### src/rtl/axil_csr_bridge_pkg.sv
`default_nettype none
// ============================================================================
// Package  : axil_csr_pkg
// Brief    : Shared types and helpers for the AXI-Lite to CSR bridge
// Revision : 1.0 - initial release
// ============================================================================
package axil_csr_pkg;

   // AXI response encodings
   localparam logic [1:0] RESP_OKAY   = 2'b00;
   localparam logic [1:0] RESP_SLVERR = 2'b10;
   localparam logic [1:0] RESP_DECERR = 2'b11;

   // Register-file access status reported alongside each strobe
   typedef enum logic [1:0] {
      AV_NONE  = 2'd0,
      AV_WR    = 2'd1,
      AV_RD    = 2'd2,
      AV_RANGE = 2'd3
   } av_e;

   // Bridge sequencer states
   typedef enum logic [2:0] {
      ST_IDLE    = 3'd0,
      ST_WR_STB  = 3'd1,
      ST_WR_RESP = 3'd2,
      ST_RD_STB  = 3'd3,
      ST_RD_RESP = 3'd4
   } state_e;

   // Protection faults become SLVERR, an unmapped register becomes DECERR
   function automatic logic [1:0] av_to_resp(input logic [1:0] av);
      logic [1:0] resp;
      case (av_e'(av))
         AV_NONE:  resp = RESP_OKAY;
         AV_RANGE: resp = RESP_DECERR;
         default:  resp = RESP_SLVERR;
      endcase
      return resp;
   endfunction

endpackage
`default_nettype wire

### src/rtl/axil_csr_bridge_if.sv
`default_nettype none
// ============================================================================
// Interface: axil_csr_bridge_if
// Brief    : AXI4-Lite slave-side bundle (AW, W, B, AR, R channels)
// Revision : 1.0 - initial release
// ============================================================================
interface axil_csr_bridge_if #(
   parameter int AXI_AW = 8,
   parameter int REG_DW = 32
);
   logic [AXI_AW-1:0]   s_awaddr;
   logic                s_awvalid;
   logic                s_awready;
   logic [REG_DW-1:0]   s_wdata;
   logic [REG_DW/8-1:0] s_wstrb;
   logic                s_wvalid;
   logic                s_wready;
   logic [1:0]          s_bresp;
   logic                s_bvalid;
   logic                s_bready;
   logic [AXI_AW-1:0]   s_araddr;
   logic                s_arvalid;
   logic                s_arready;
   logic [REG_DW-1:0]   s_rdata;
   logic [1:0]          s_rresp;
   logic                s_rvalid;
   logic                s_rready;

   modport master (
      output s_awaddr, s_awvalid, s_wdata, s_wstrb, s_wvalid, s_bready,
             s_araddr, s_arvalid, s_rready,
      input  s_awready, s_wready, s_bresp, s_bvalid, s_arready,
             s_rdata, s_rresp, s_rvalid
   );

   modport slave (
      input  s_awaddr, s_awvalid, s_wdata, s_wstrb, s_wvalid, s_bready,
             s_araddr, s_arvalid, s_rready,
      output s_awready, s_wready, s_bresp, s_bvalid, s_arready,
             s_rdata, s_rresp, s_rvalid
   );
endinterface
`default_nettype wire

### src/rtl/axil_csr_bridge_chan_buf.sv
`default_nettype none
// ============================================================================
// Module   : axil_chan_buf
// Brief    : Single-entry valid/ready payload holder for one AXI channel
// Revision : 1.0 - initial release
// ============================================================================
module axil_chan_buf #(
   parameter int WIDTH = 8
) (
   input  logic             clk,
   input  logic             arst_n,
   input  logic             in_valid,
   output logic             in_ready,
   input  logic [WIDTH-1:0] in_data,
   output logic             full,
   output logic [WIDTH-1:0] data,
   input  logic             clear
);
   assign in_ready = !full;

   // Capture on handshake; the consumer releases the entry once it is used
   always_ff @(posedge clk or negedge arst_n) begin
      if (!arst_n) begin
         full <= 1'b0;
         data <= '0;
      end else if (clear) begin
         full <= 1'b0;
      end else if (in_valid && in_ready) begin
         full <= 1'b1;
         data <= in_data;
      end
   end
endmodule
`default_nettype wire

### src/rtl/axil_csr_bridge.sv
`default_nettype none
// ============================================================================
// Module   : axil_csr_bridge
// Brief    : AXI4-Lite slave that sequences a single-port CSR strobe interface
// Revision : 1.0 - initial release
// ============================================================================
module axil_csr_bridge
   import axil_csr_pkg::*;
#(
   parameter int AXI_AW = 8,
   parameter int REG_DW = 32,
   parameter int REG_AW = 4
) (
   input  logic              clk,
   input  logic              arst_n,
   axil_csr_bridge_if.slave  s,
   output logic [REG_AW-1:0] reg_addr,
   output logic [REG_DW-1:0] reg_wdata,
   output logic              reg_write,
   output logic              reg_read,
   input  logic [REG_DW-1:0] reg_rdata,
   input  logic [1:0]        access_violation
);
   localparam int STRB_W = REG_DW / 8;
   localparam int WORD_W = AXI_AW - 2;

   logic                     aw_full, w_full, ar_full;
   logic [WORD_W-1:0]        aw_word, ar_word;
   logic [REG_DW+STRB_W-1:0] w_buf;
   logic [REG_DW-1:0]        w_data;
   logic [STRB_W-1:0]        w_strb;
   logic                     wr_free, rd_free;
   logic                     aw_range_ok, ar_range_ok, strb_full;
   logic                     wr_pend, rd_pend;

   state_e                   state, state_nx;
   logic                     favor_wr, favor_wr_nx;
   logic                     bvalid, bvalid_nx, rvalid, rvalid_nx;
   logic [1:0]               bresp, bresp_nx, rresp, rresp_nx;
   logic [REG_DW-1:0]        rdata, rdata_nx;
   logic                     reg_write_nx, reg_read_nx;
   logic [REG_AW-1:0]        reg_addr_nx;
   logic [REG_DW-1:0]        reg_wdata_nx;

   // Byte-lane bits [1:0] are dropped on capture; only the word address is kept
   axil_chan_buf #(.WIDTH(WORD_W)) u_aw_buf (
      .clk(clk), .arst_n(arst_n),
      .in_valid(s.s_awvalid), .in_ready(s.s_awready), .in_data(s.s_awaddr[AXI_AW-1:2]),
      .full(aw_full), .data(aw_word), .clear(wr_free)
   );

   axil_chan_buf #(.WIDTH(REG_DW+STRB_W)) u_w_buf (
      .clk(clk), .arst_n(arst_n),
      .in_valid(s.s_wvalid), .in_ready(s.s_wready), .in_data({s.s_wstrb, s.s_wdata}),
      .full(w_full), .data(w_buf), .clear(wr_free)
   );

   axil_chan_buf #(.WIDTH(WORD_W)) u_ar_buf (
      .clk(clk), .arst_n(arst_n),
      .in_valid(s.s_arvalid), .in_ready(s.s_arready), .in_data(s.s_araddr[AXI_AW-1:2]),
      .full(ar_full), .data(ar_word), .clear(rd_free)
   );

   assign {w_strb, w_data} = w_buf;
   assign strb_full        = (w_strb == '1);
   assign wr_pend          = aw_full && w_full;
   assign rd_pend          = ar_full;

   // Address bits above the register window must be zero to hit the file
   generate
      if (WORD_W > REG_AW) begin : g_upper
         assign aw_range_ok = (aw_word[WORD_W-1:REG_AW] == '0);
         assign ar_range_ok = (ar_word[WORD_W-1:REG_AW] == '0);
      end else begin : g_no_upper
         assign aw_range_ok = 1'b1;
         assign ar_range_ok = 1'b1;
      end
   endgenerate

   assign s.s_bvalid = bvalid;
   assign s.s_bresp  = bresp;
   assign s.s_rvalid = rvalid;
   assign s.s_rresp  = rresp;
   assign s.s_rdata  = rdata;

   // State, arbitration pointer and all registered outputs
   always_ff @(posedge clk or negedge arst_n) begin
      if (!arst_n) begin
         state     <= ST_IDLE;
         favor_wr  <= 1'b1;
         bvalid    <= 1'b0;
         bresp     <= RESP_OKAY;
         rvalid    <= 1'b0;
         rresp     <= RESP_OKAY;
         rdata     <= '0;
         reg_write <= 1'b0;
         reg_read  <= 1'b0;
         reg_addr  <= '0;
         reg_wdata <= '0;
      end else begin
         state     <= state_nx;
         favor_wr  <= favor_wr_nx;
         bvalid    <= bvalid_nx;
         bresp     <= bresp_nx;
         rvalid    <= rvalid_nx;
         rresp     <= rresp_nx;
         rdata     <= rdata_nx;
         reg_write <= reg_write_nx;
         reg_read  <= reg_read_nx;
         reg_addr  <= reg_addr_nx;
         reg_wdata <= reg_wdata_nx;
      end
   end

   // Grant, strobe launch and response capture; strobes are set up one
   // cycle ahead so they are clean registered pulses during the STB state
   always_comb begin
      state_nx     = state;
      favor_wr_nx  = favor_wr;
      bvalid_nx    = bvalid;
      bresp_nx     = bresp;
      rvalid_nx    = rvalid;
      rresp_nx     = rresp;
      rdata_nx     = rdata;
      reg_write_nx = 1'b0;
      reg_read_nx  = 1'b0;
      reg_addr_nx  = reg_addr;
      reg_wdata_nx = reg_wdata;
      wr_free      = 1'b0;
      rd_free      = 1'b0;

      case (state)
         ST_IDLE: begin
            if (wr_pend && (!rd_pend || favor_wr)) begin
               state_nx     = ST_WR_STB;
               reg_addr_nx  = aw_word[REG_AW-1:0];
               reg_wdata_nx = w_data;
               reg_write_nx = aw_range_ok && strb_full;
               if (rd_pend) favor_wr_nx = 1'b0;
            end else if (rd_pend) begin
               state_nx    = ST_RD_STB;
               reg_addr_nx = ar_word[REG_AW-1:0];
               reg_read_nx = ar_range_ok;
               if (wr_pend) favor_wr_nx = 1'b1;
            end
         end
         ST_WR_STB: begin
            wr_free   = 1'b1;
            bvalid_nx = 1'b1;
            state_nx  = ST_WR_RESP;
            if (!aw_range_ok)    bresp_nx = RESP_DECERR;
            else if (!strb_full) bresp_nx = RESP_SLVERR;
            else                 bresp_nx = av_to_resp(access_violation);
         end
         ST_WR_RESP: begin
            if (s.s_bready) begin
               bvalid_nx = 1'b0;
               state_nx  = ST_IDLE;
            end
         end
         ST_RD_STB: begin
            rd_free   = 1'b1;
            rvalid_nx = 1'b1;
            state_nx  = ST_RD_RESP;
            if (!ar_range_ok) begin
               rresp_nx = RESP_DECERR;
               rdata_nx = '0;
            end else begin
               rresp_nx = av_to_resp(access_violation);
               rdata_nx = (av_e'(access_violation) == AV_NONE) ? reg_rdata : '0;
            end
         end
         ST_RD_RESP: begin
            if (s.s_rready) begin
               rvalid_nx = 1'b0;
               state_nx  = ST_IDLE;
            end
         end
         default: state_nx = ST_IDLE;
      endcase
   end
endmodule
`default_nettype wire

### src/flat_wrapper.sv
// flat-port wrapper written by rule: the top's interface ports become plain ports
module axil_csr_bridge_flat import axil_csr_pkg::*;
#(
   parameter int AXI_AW = 8,
   parameter int REG_DW = 32,
   parameter int REG_AW = 4
)
  (clk, arst_n, reg_addr, reg_wdata, reg_write, reg_read, reg_rdata, access_violation, s_s_awaddr, s_s_awvalid, s_s_wdata, s_s_wstrb, s_s_wvalid, s_s_bready, s_s_araddr, s_s_arvalid, s_s_rready, s_s_awready, s_s_wready, s_s_bresp, s_s_bvalid, s_s_arready, s_s_rdata, s_s_rresp, s_s_rvalid);
  axil_csr_bridge_if #(.AXI_AW(AXI_AW), .REG_DW(REG_DW)) s_i ();
  input  logic clk;
  input  logic arst_n;
  output logic [REG_AW-1:0] reg_addr;
  output logic [REG_DW-1:0] reg_wdata;
  output logic reg_write;
  output logic reg_read;
  input  logic [REG_DW-1:0] reg_rdata;
  input  logic [1:0] access_violation;
  input wire logic [$bits(s_i.s_awaddr)-1:0] s_s_awaddr;
  input wire logic [$bits(s_i.s_awvalid)-1:0] s_s_awvalid;
  input wire logic [$bits(s_i.s_wdata)-1:0] s_s_wdata;
  input wire logic [$bits(s_i.s_wstrb)-1:0] s_s_wstrb;
  input wire logic [$bits(s_i.s_wvalid)-1:0] s_s_wvalid;
  input wire logic [$bits(s_i.s_bready)-1:0] s_s_bready;
  input wire logic [$bits(s_i.s_araddr)-1:0] s_s_araddr;
  input wire logic [$bits(s_i.s_arvalid)-1:0] s_s_arvalid;
  input wire logic [$bits(s_i.s_rready)-1:0] s_s_rready;
  output wire logic [$bits(s_i.s_awready)-1:0] s_s_awready;
  output wire logic [$bits(s_i.s_wready)-1:0] s_s_wready;
  output wire logic [$bits(s_i.s_bresp)-1:0] s_s_bresp;
  output wire logic [$bits(s_i.s_bvalid)-1:0] s_s_bvalid;
  output wire logic [$bits(s_i.s_arready)-1:0] s_s_arready;
  output wire logic [$bits(s_i.s_rdata)-1:0] s_s_rdata;
  output wire logic [$bits(s_i.s_rresp)-1:0] s_s_rresp;
  output wire logic [$bits(s_i.s_rvalid)-1:0] s_s_rvalid;
  assign s_i.s_awaddr = s_s_awaddr;
  assign s_i.s_awvalid = s_s_awvalid;
  assign s_i.s_wdata = s_s_wdata;
  assign s_i.s_wstrb = s_s_wstrb;
  assign s_i.s_wvalid = s_s_wvalid;
  assign s_i.s_bready = s_s_bready;
  assign s_i.s_araddr = s_s_araddr;
  assign s_i.s_arvalid = s_s_arvalid;
  assign s_i.s_rready = s_s_rready;
  assign s_s_awready = s_i.s_awready;
  assign s_s_wready = s_i.s_wready;
  assign s_s_bresp = s_i.s_bresp;
  assign s_s_bvalid = s_i.s_bvalid;
  assign s_s_arready = s_i.s_arready;
  assign s_s_rdata = s_i.s_rdata;
  assign s_s_rresp = s_i.s_rresp;
  assign s_s_rvalid = s_i.s_rvalid;
  axil_csr_bridge #(.AXI_AW(AXI_AW), .REG_DW(REG_DW), .REG_AW(REG_AW)) u_core (.clk(clk), .arst_n(arst_n), .s(s_i), .reg_addr(reg_addr), .reg_wdata(reg_wdata), .reg_write(reg_write), .reg_read(reg_read), .reg_rdata(reg_rdata), .access_violation(access_violation));
endmodule
### config.mk
export PLATFORM = sky130hd
export DESIGN_NAME = axil_csr_bridge_flat
export DESIGN_NICKNAME = d
export VERILOG_FILES = /design/src/rtl/axil_csr_bridge_pkg.sv /design/src/rtl/axil_csr_bridge_if.sv /design/src/rtl/axil_csr_bridge_chan_buf.sv /design/src/rtl/axil_csr_bridge.sv /design/src/flat_wrapper.sv
export SDC_FILE = /design/constraint.sdc
export NUM_CORES = 1
export LEC_CHECK = 0
export BUFFER_PORTS_ARGS = -buffer_cell sky130_fd_sc_hd__buf_4
export CAP_MARGIN = 20
export CORE_ASPECT_RATIO = 0.9
export CORE_UTILIZATION = 56
export CTS_BUF_LIST = sky130_fd_sc_hd__clkbuf_4
export CTS_CLUSTER_DIAMETER = 200
export CTS_CLUSTER_SIZE = 20
export DETAILED_ROUTE_END_ITERATION = 16
export PLACE_DENSITY = 0.84
export SETUP_SLACK_MARGIN = 0.5
export SLEW_MARGIN = 25
export SYNTH_ARGS = -nofsm -noshare
export SYNTH_HDL_FRONTEND = slang
export SYNTH_SLANG_ARGS = --single-unit
### constraint.sdc
create_clock -name clk -period 2.6 [get_ports clk]
set_input_delay 0 -clock clk [delete_from_list [all_inputs] [get_ports clk]]
set_output_delay 0 -clock clk [all_outputs]
set_load 0.005 [all_outputs]
==> qor.yml, run 1 <==
outcome:
  status: "finished clean"
power_and_ir_drop:
  clockPowerShare_pct: 17.4
  irDropWorstVdd_v: 0.0005337
  leakage_uw: 0.003789
  intPower_uw: 5793
  power_density_nw_per_um2: 1077
  switching_power_uw: 2659
  combinationalPowerShare_pct: 39.5
  switching_share_pct: 31.46
  seqPwrFrac_pct: 43.0
drt:
  wl_per_cell_um: 18.53
  drt_first_pass_iters: 4
  first_iter_violations: 167
  wl_um: 13560
  antenna_left: 0
  drc: 0
  avgViaCountPerCell: 5.202
  via_count: 3808
global_routing:
  grt.met3_usage_pct: 6.970
  grt_pass1_wl_um: 21710
  grt_pass1_vias: 4142
  gr-usage-met2_pct: 50.11
  grt_antenna_before_repair: 0
  grt_max_degree: 68
  grt_busiest_layer: "met2"
  gr-usage-met1_pct: 36.47
  grt_use_total_pct: 28.88
  overflow: 0
clock_network:
  htree_levels: 4
  cts_made_buffers: 17
  root_buffer: "clkbuf_4"
  cts_sinks: 131
  clkLatencyLatePin_ns: 0.48
  path_clk_slew_ns: 0.12
  clk_path_buf_depth: 2
  tritoncts: "built"
final_layout:
  fillers: 466
  syn_to_final_growth_pct: 47.40
  final_util_pct: 85.61
  diodes: 0
  fin_nets: 690
  drive_gt1_share_pct: 48.52
logic_synthesis:
  ys_seq_elements: 131
  syn-instance-count: 334
  synth.largest_area_cell: "dfrtp_1"
  synth_top_area_share_pct: 61.10
  synth_edf_count: 0
  avgSynthCellArea_um2: 15.94
  synth_area_leaders: "dfrtp_1 61%, mux2_4 17%, a22o_1 5.3%"
  yosysUniqueCellTypes: 38
  yosys_warnings: 0
  synth_ff_type: "dfrtp_1"
  syn_nets: 427
  synthArstFlopShare_pct: 100.0
  yosysSeqAreaShare_pct: 61.60
  synth_area_um2: 5324
floorplanning:
  die_w_um: 104.8
  dieArea_um2: 9901
  die_h_um: 94.50
  io_pins: 172
  core-area_um2: 9166
  initial_utilization_pct: 58.08
  num_rows: 33
timing:
  tightestPinTransition_ns: 0.8401
  post-route-period-util_pct: 72.38
  timing.fmax_mhz: 531.4
  slew_headroom_pct: 43.99
  setup_tns_ns: 0
  period_minus_slack_ns: 1.882
  hold_violations: 0
  setup_violations: 0
  drv_slew: 0
  rsz0062_at_grt: "no"
  skew_ns: 0.02556
place:
  place_congestion: 0.7863
  io_buffers: 167
  hpwl_um: 7667
setup_path:
  cp.arrival_ns: 2.24
  crit_path_start_kind: "register"
  rrSetupSlack_ns: 0.72
  required_ns: 2.96
  slowest_stage: "dfrtp_1"
  cp_slowest_stage_delay_ns: 0.52
  crit_path_cell_trace: "nor3_4 > and3_2 > buf_12 > mux2_2"
  worst_r2r_startpoint: "u_core.state[1]"
  cp_max_fo: 33
  r2r_cells: 4
  rr_endpoint: "u_core.reg_wdata[23]"
  cp-end-kind: "register"
  path_class: "reg2reg"
run:
  cap_viol_max_count: 0
worst_hold_path:
  hp-class: "in2async"
[worst max-delay path by stage]
stage	start	to	slack (ns)	cells past startpoint
5_1_grt	u_core.state[1]	u_core.reg_wdata[23]	0.62	4
4_1_cts	u_core.state[2]	u_core.s.s_rdata[20]	0.52	4
3_5_place_dp	u_core.state[2]	u_core.s.s_rdata[6]	0.57	4
6_report	u_core.state[1]	u_core.reg_wdata[23]	0.72	4
2_1_floorplan	u_core.state[0]	u_core.reg_wdata[0]	0.95	6
3_3_place_gp	u_core.state[2]	u_core.s.s_rdata[2]	0.66	4
[worst max-delay path: cells and delay by family, from the launching register on]
family                 cells  cell delay (ns)
and+or+nand+nor            2             0.63
DFF                        1             0.52
muxes                      1             0.37
buffers and inverters      1             0.25
[repair_timing]
item,CTS,global route
setup buffers,0,2
endpoints found under the hold margin,154,0
setup endpoints to repair,0,34
gates resized for setup,0,0
hold buffers,89,0
[power groups by stage]
| stage | clock network [uW] | registers (uW) | logic, uW |
|---|---|---|---|
| final | 1470 | 3640 | 3340 |
| after CTS | 1510 | 3590 | 3290 |
| after global placement | 0 | 3560 | 3060 |
| after global routing | 1610 | 3730 | 3590 |
| after detailed placement | 0 | 3620 | 3160 |
| after floorplan | 0 | 3470 | 2080 |
[synthesized netlist by cell type (3+ instances only)]
| cell type | count |
|---|---|
| mux2_2 | 21 |
| inv_1 | 4 |
| a22o_1 | 32 |
| nor2_1 | 10 |
| o21ai_0 | 4 |
| a21oi_1 | 9 |
| buf_6 | 6 |
| buf_4 | 5 |
| buf_12 | 3 |
| mux2_4 | 59 |
| buf_2 | 3 |
| dfrtp_1 | 130 |
| nand2_1 | 4 |
| a31oi_1 | 5 |
| clkbuf_1 | 3 |
| nand3_1 | 7 |
[placed cells by master (no fill, tap or decap), types with 3 or more instances in the layout]
cell and n:
buf_4 172, o21ai_0 4, inv_1 4, mux2_4 59, dfrtp_1 130, a31oi_1 5, bufinv_16 3, nand2_1 4
nor2_1 10, a22o_1 32, mux2_2 21, dlygate4sd3_1 89, clkinv_4 4, clkinvlp_4 3, nand3_1 7, a21oi_1 9
clkbuf_4 18, buf_12 3, inv_6 3
[kinds of logic after synthesis]
family	count (synthesis)	synth area share [%]
compound gates	58	8.273
xor+xnor	1	0.1645
buf+inv	24	3.878
flops	131	61.60
mux	80	21.08
simple gates	40	5.006
[flip-flops by register name (all words and copies together) (netlist names)]
name,count
u_core.u_w_buf.full,1
u_core.u_ar_buf.full,1
u_core.s.s_bvalid,1
u_core.u_aw_buf.full,1
u_core.s.s_rdata,32
u_core.s.s_rresp,2
u_core.favor_wr,1
u_core.state,3
u_core.u_ar_buf.data,6
u_core.reg_wdata,32
u_core.reg_write,1
u_core.u_aw_buf.data,6
u_core.s.s_bresp,2
u_core.reg_read,1
u_core.u_w_buf.data,36
u_core.s.s_rvalid,1
u_core.reg_addr,4
[metrics by stage]
stage | instance area, um^2 | setup slack (ns) | instances | hold slack (ns) | power [uW]
2_1_floorplan | 5324 | 0.9478 | 334 | -0.2956 | 5553
3_3_place_gp | 6629 | 0.6584 | 609 | 0.1368 | 6627
3_5_place_dp | 6629 | 0.5724 | 609 | 0.1521 | 6779
4_1_cts | 7833 | 0.5181 | 730 | 0.1280 | 8395
5_1_grt | 7848 | 0.6220 | 732 | 0.1857 | 8927
6_report | 7848 | 0.7182 | 732 | 0.1533 | 8452
[area by class of cell]
type | count | area [um^2] | area share, %
flip-flops and latches | 131 | 3279 | 41.79
repair buffers | 264 | 2242 | 28.57
multi-input cells | 179 | 1846 | 23.52
clock inverters | 14 | 177.7 | 2.264
well taps | 122 | 152.6 | 1.945
clock buffers | 18 | 135.1 | 1.722
inverters | 4 | 15.01 | 0.1913
[layer usage]
layer,share of wire [%],vias to the layer above
li1,-,1745
met1,42,1900
met2,51,152
met3,5.9,11
met4,1.1,0
met5,0,-
Note: power is estimated with default switching activity, not from simulation.
==> run 2: changes to the inputs <==
- CORE_UTILIZATION: 56 -> 47
- PLACE_DENSITY: 0.84 -> 0.75
- clock period: 2.6 -> 1.54 ns (I/O delays scaled with it)
==> run 2 against run 1 <==
- the flow now finishes with violations (negative hold slack, negative setup slack)
- via count grew 24%
- global-route usage is 3.4 points higher
- die area is 19% higher
- clock power up 120%
- sequential power increased by 76%
- critical path type unchanged
- largest cell class is now buffers
- largest power group is now combinational cells
==> qor.yml, run 2 (same netlist as run 1, synthesis figures left out) <==
floorplanning:
  die_h_um: 103.0
  io_pins: 172
  dieArea_um2: 11760
  num_rows: 36
  die_w_um: 114.2
  initial_utilization_pct: 48.64
  core-area_um2: 10950
setup_path:
  crit_path_start: "u_core.state[0]"
  cp.arrival_ns: 2.25
  required_ns: 2.03
  cp_slowest_stage_delay_ns: 0.46
  crit_path_start_kind: "register"
  cp-end-kind: "register"
  slowest_stage: "dfrtp_2"
  crit_path_cell_trace: "buf_6 > nand3b_1 > buf_6 > nor4b_4 > buf_6 > buf_12 > buf_16 > a22o_1"
  worst_r2r_startpoint: "u_core.state[0]"
  path_common_cell: "buf_6"
  cp_max_fo: 8
  path_class: "reg2reg"
final_layout:
  top_register: "u_core.u_w_buf.data"
  syn_to_final_growth_pct: 86.86
  largest_register_ff_count: 36
  fin_nets: 821
  layout_common_cells: "172 x buf_4, 126 x dfrtp_1, 102 x buf_6"
  diodes: 0
  final_util_pct: 90.89
  drive_gt1_share_pct: 61.00
  layout_commonest_cell: "buf_4"
timing:
  drv_slew: 0
  whs_ns: -0.1598
  hold_violations: 1
  setup_violations: 113
  tightestPinTransition_ns: 0.6896
  period_minus_slack_ns: 1.766
  setup_tns_ns: -14.34
  slew_headroom_pct: 54.02
  post-route-period-util_pct: 114.7
  skew_ns: 0.03108
  fin_ws_ns: -0.2259
  rsz0062_at_grt: "yes"
  timing.fmax_mhz: 566.3
clock_network:
  hold_buffers: 92
  clk_path_buf_depth: 2
  path_clk_slew_ns: 0.13
  tritoncts: "built"
  clkLatencyLatePin_ns: 0.57
  cts_sinks: 131
  htree_levels: 4
  cts_made_buffers: 17
  root_buffer: "clkbuf_4"
drt:
  first_iter_violations: 195
  avgViaCountPerCell: 5.277
  drc: 0
  antenna_left: 0
  wl_um: 21130
  top_layer: "met4"
  drt_first_pass_iters: 5
  wl_per_cell_um: 23.66
  wl_met3_um: 1314
  via_count: 4712
  wl_met2_um: 11140
  met1Wirelength_um: 7811
outcome:
  status: "finished, violations left"
  violations: "negative hold slack, negative setup slack"
global_routing:
  grt_pass1_wl_um: 27460
  grt_max_degree: 43
  overflow: 0
  grt_antenna_before_repair: 0
  grt_use_total_pct: 32.26
  grt_pass1_vias: 5095
power_and_ir_drop:
  total_power_uw: 19760
  leakage_uw: 0.004817
  power_density_nw_per_um2: 1986
  irDropWorstVdd_v: 0.001073
worst_hold_path:
  hp-start: "access_violation[0]"
  hp-class: "in2reg"
place:
  hpwl_um: 8437
  dp_slack_ns: -0.1372
  place_congestion: 0.7363
  io_buffers: 167
run:
  cap_viol_max_count: 0
run 2: changes by cell type in the layout (fill, tap and decap cells not counted), moves of 5 or more:
cell     before  now
buf_8         0    5
mux2_2       21    6
a21oi_1       9    2
mux2_4       59   74
buf_12        3   12
buf_16        0   10
buf_6         0  102
a21oi_2       0    6
run 2: layout make-up:
type / count / area, um^2
clock buffers: 18 / 135.1
fillers: 380 / 997.2
repair buffers: 395 / 4004
multi-input cells: 179 / 2056
well taps: 152 / 190.2
inverters: 4 / 20.02
flip-flops and latches: 131 / 3284
clock inverters: 14 / 259.0
run 2: what timing repair did:
action	in CTS	in global routing
buffers inserted	55	39
cloned	10	4
pin swaps	12	16
gates resized for setup	139	22
endpoints found under the setup margin	210	224
hold endpoints to repair	221	1
run 2: report_power, final:
group | leakage [uW] | switching, uW | internal [uW] | total (uW)
registers | 0.00161 | 1390 | 5010 | 6400
clock network | 0.000196 | 1430 | 1790 | 3220
logic | 0.00301 | 3480 | 6660 | 10100
run 2: final timing paths:
check / end / slack (ns) / cells past startpoint
max in group asynchronous: u_core.favor_wr / 0.54 / 4
min in group asynchronous: u_core.u_w_buf.data[28] / 0.22 / 3
min reg2reg: u_core.reg_wdata[0] / 0.52 / 1
min: u_core.s.s_bresp[1] / -0.16 / 3
max: u_core.s.s_rdata[28] / -0.23 / 8
max reg2reg: u_core.s.s_rdata[28] / -0.23 / 8
run 2: metal layers:
metal / vias up / GRT usage (%)
met5: - / 0
met4: 0 / 14.59
met2: 254 / 58.37
met1: 2385 / 36.38
li1: 1999 / -
met3: 74 / 8.054
run 2: critical path: cells and delay by family (launching register included):
kind / cells / cell delay [ns]
flops: 1 / 0.46
compound gates: 1 / 0.18
simple gates: 2 / 0.34
buf+inv: 5 / 0.70
run 2: stage by stage:
stage	cells	area [um^2]
finish	893	9948
global placement	661	6957
detailed placement	661	6957
global route	893	9948
floorplan	334	5431
CTS	850	9489
==> run 3: changes to the inputs <==
--- a/config.mk
+++ b/config.mk
@@ -10,4 +10,3 @@
 export CORE_ASPECT_RATIO = 0.9
-export CORE_UTILIZATION = 47
-export CTS_BUF_LIST = sky130_fd_sc_hd__clkbuf_4
+export CORE_UTILIZATION = 46
 export CTS_CLUSTER_DIAMETER = 200
@@ -15,4 +14,4 @@
 export DETAILED_ROUTE_END_ITERATION = 16
-export PLACE_DENSITY = 0.75
-export SETUP_SLACK_MARGIN = 0.5
+export PLACE_DENSITY = 0.73
+export SETUP_SLACK_MARGIN = 0.4
 export SLEW_MARGIN = 25
--- a/constraint.sdc
+++ b/constraint.sdc
@@ -3,2 +3,2 @@
 set_output_delay 0 -clock clk [all_outputs]
-set_load 0.005 [all_outputs]
+set_load 0.05 [all_outputs]
==> run 3 against run 2 <==
- the run ends with negative setup slack left
- clock power grew 19%
- critical path depth is 2 lower
- combinational power grew 6%
- sequential power shrank 4.2%
- wire length decreased by 26%
- clock-buffer cell count grew 6
- maximum frequency grew 8.2%
- critical endpoint is now u_core.u_ar_buf.data[3]
==> qor.yml, run 3 (same netlist as run 1, synthesis figures left out) <==
power_and_ir_drop:
  seqPwrFrac_pct: 29.7
  switching_power_uw: 8035
  switching_share_pct: 38.93
  clockPowerShare_pct: 18.5
  irDropWorstVdd_v: 0.001529
  leakage_uw: 0.004379
  combinationalPowerShare_pct: 51.8
  intPower_uw: 12610
  power_density_nw_per_um2: 2265
drt:
  wl_per_cell_um: 19.19
  first_iter_violations: 176
  drc: 0
  drt_first_pass_iters: 4
  via_count: 4174
  wl_um: 15580
  avgViaCountPerCell: 5.140
  antenna_left: 0
floorplanning:
  die_w_um: 115.4
  dieArea_um2: 12010
  io_pins: 172
  initial_utilization_pct: 48.24
  die_h_um: 104.1
  num_rows: 36
  core-area_um2: 11040
run:
  cap_viol_max_count: 0
timing:
  drv_slew: 0
  post-route-period-util_pct: 106.0
  slew_headroom_pct: 74.06
  tightestPinTransition_ns: 0.3890
  fin_ws_ns: -0.09195
  skew_ns: 0.01149
  rsz0062_at_grt: "yes"
  period_minus_slack_ns: 1.632
  timing.fmax_mhz: 612.8
  hold_violations: 0
  setup_violations: 102
final_layout:
  layout_commonest_cell: "buf_4"
  design_area_um2: 9114
  top_register: "u_core.u_w_buf.data"
  multi_input_area_um2: 2058
  fillers: 544
  drive_gt1_share_pct: 55.15
  final-seq-area_um2: 3282
  layout_common_cells: "182 x buf_4, 128 x dfrtp_1, 88 x dlygate4sd3_1"
  largest_register_ff_count: 36
  fin_nets: 742
  diodes: 0
  syn_to_final_growth_pct: 71.19
setup_path:
  worst_r2r_startpoint: "u_core.state[2]"
  rrSetupSlack_ns: -0.09
  path_class: "reg2reg"
  rr_endpoint: "u_core.u_ar_buf.data[3]"
  cp-end-kind: "register"
  required_ns: 1.83
  r2r_cells: 6
  cp_max_fo: 6
  crit_path_start_kind: "register"
  cp.arrival_ns: 1.92
clock_network:
  root_buffer: "clkbuf_16"
  clkLatencyLatePin_ns: 0.41
  clk_path_buf_depth: 2
  cts_sinks: 131
  tritoncts: "built"
  htree_levels: 4
  cts_made_buffers: 17
  path_clk_slew_ns: 0.05
place:
  io_buffers: 167
  hpwl_um: 8373
  place_area_um2: 6998
  dp_slack_ns: -0.05674
  place_congestion: 0.7322
global_routing:
  grt_antenna_before_repair: 0
  grt_pass1_wl_um: 23110
  grt_pass1_vias: 4411
  overflow: 0
  grt_max_degree: 56
  grt_use_total_pct: 25.89
worst_hold_path:
  hp-class: "in2async"
outcome:
  status: "finished, violations left"
  violations: "negative setup slack"
==> run 3: cell count changes in the layout (fill, tap and decap cells not counted), sizes merged <==
| cell | change |
|---|---|
| buf | -79 |
| dlymetal6s4s | -1 |
| dlygate4sd3 | -3 |
| inv | -1 |
| clkinvlp | -2 |
| bufinv | -5 |
| clkbuf | +10 |
==> run 3: layer usage <==
layer / GRT usage, % / vias to the layer above / wire [um]
li1: - / 1846 / -
met1: 30.92 / 2095 / 6123
met2: 43.46 / 199 / 8085
met3: 8.450 / 34 / 1087
met4: 8.998 / 0 / 288
met5: 0 / - / 0
==> run 3: critical path, cell delays in order (launching register included) <==
cell and delay (ns):
dfrtp_2 0.45, nand3b_1 0.20, buf_4 0.16, buf_6 0.12, buf_12 0.14, nand3_4 0.12, mux2_4 0.32
==> run 3: worst max path at each step <==
stage / end / cells past startpoint / startpoint / slack [ns]
3_3_place_gp: u_core.u_w_buf.data[11] / 5 / u_core.state[0] / -0.03
2_1_floorplan: u_core.reg_wdata[0] / 6 / u_core.state[1] / -0.11
5_1_grt: u_core.s.s_rdata[6] / 6 / u_core.state[2] / -0.15
3_5_place_dp: u_core.u_w_buf.data[19] / 5 / u_core.state[0] / -0.06
4_1_cts: u_core.reg_wdata[2] / 5 / u_core.state[0] / -0.05
6_report: u_core.u_ar_buf.data[3] / 6 / u_core.state[2] / -0.09
==> run 3: metrics by stage <==
step / total power (uW) / hold slack [ns] / cells / utilization (%) / setup TNS [ns]
CTS: 19910 / 0.05990 / 797 / 79.55 / -1.622
finish: 20640 / 0.1013 / 812 / 82.59 / -5.217
global route: 21500 / 0.1173 / 812 / 82.59 / -11.89
floorplan: 12470 / -0.2956 / 334 / - / -6.194
detailed placement: 15090 / -0.05062 / 663 / 63.41 / -3.436
global placement: 14840 / -0.05404 / 663 / 63.41 / -0.6765
==> run 3: area by class of cell <==
| class | instances | area share [%] |
|---|---|---|
| Clock inverter | 6 | 0.8786 |
| Clock buffer | 24 | 5.176 |
| Timing Repair Buffer | 316 | 33.00 |
| Sequential cell | 131 | 36.01 |
| Tap cell | 152 | 2.087 |
| Inverter | 4 | 0.2608 |
| Multi-Input combinational cell | 179 | 22.58 |
==> run 3: power groups by stage <==
stage          combinational [uW]  clock, uW  sequential [uW]
2_1_floorplan                3850          0             8620
3_3_place_gp                 8830          0             6020
3_5_place_dp                 9030          0             6060
4_1_cts                      9980       3860             6070
5_1_grt                     11200       4050             6280
6_report                    10700       3820             6130
==> run 3: timing repair <==
item / 4_1_cts / 5_1_grt
endpoints found under the hold margin: 219 / 0
buffers inserted: 14 / 8
endpoints found under the setup margin: 131 / 134
hold buffers: 88 / 0
gates cloned: 2 / 7
pin swaps: 12 / 10
gates resized for setup: 55 / 25
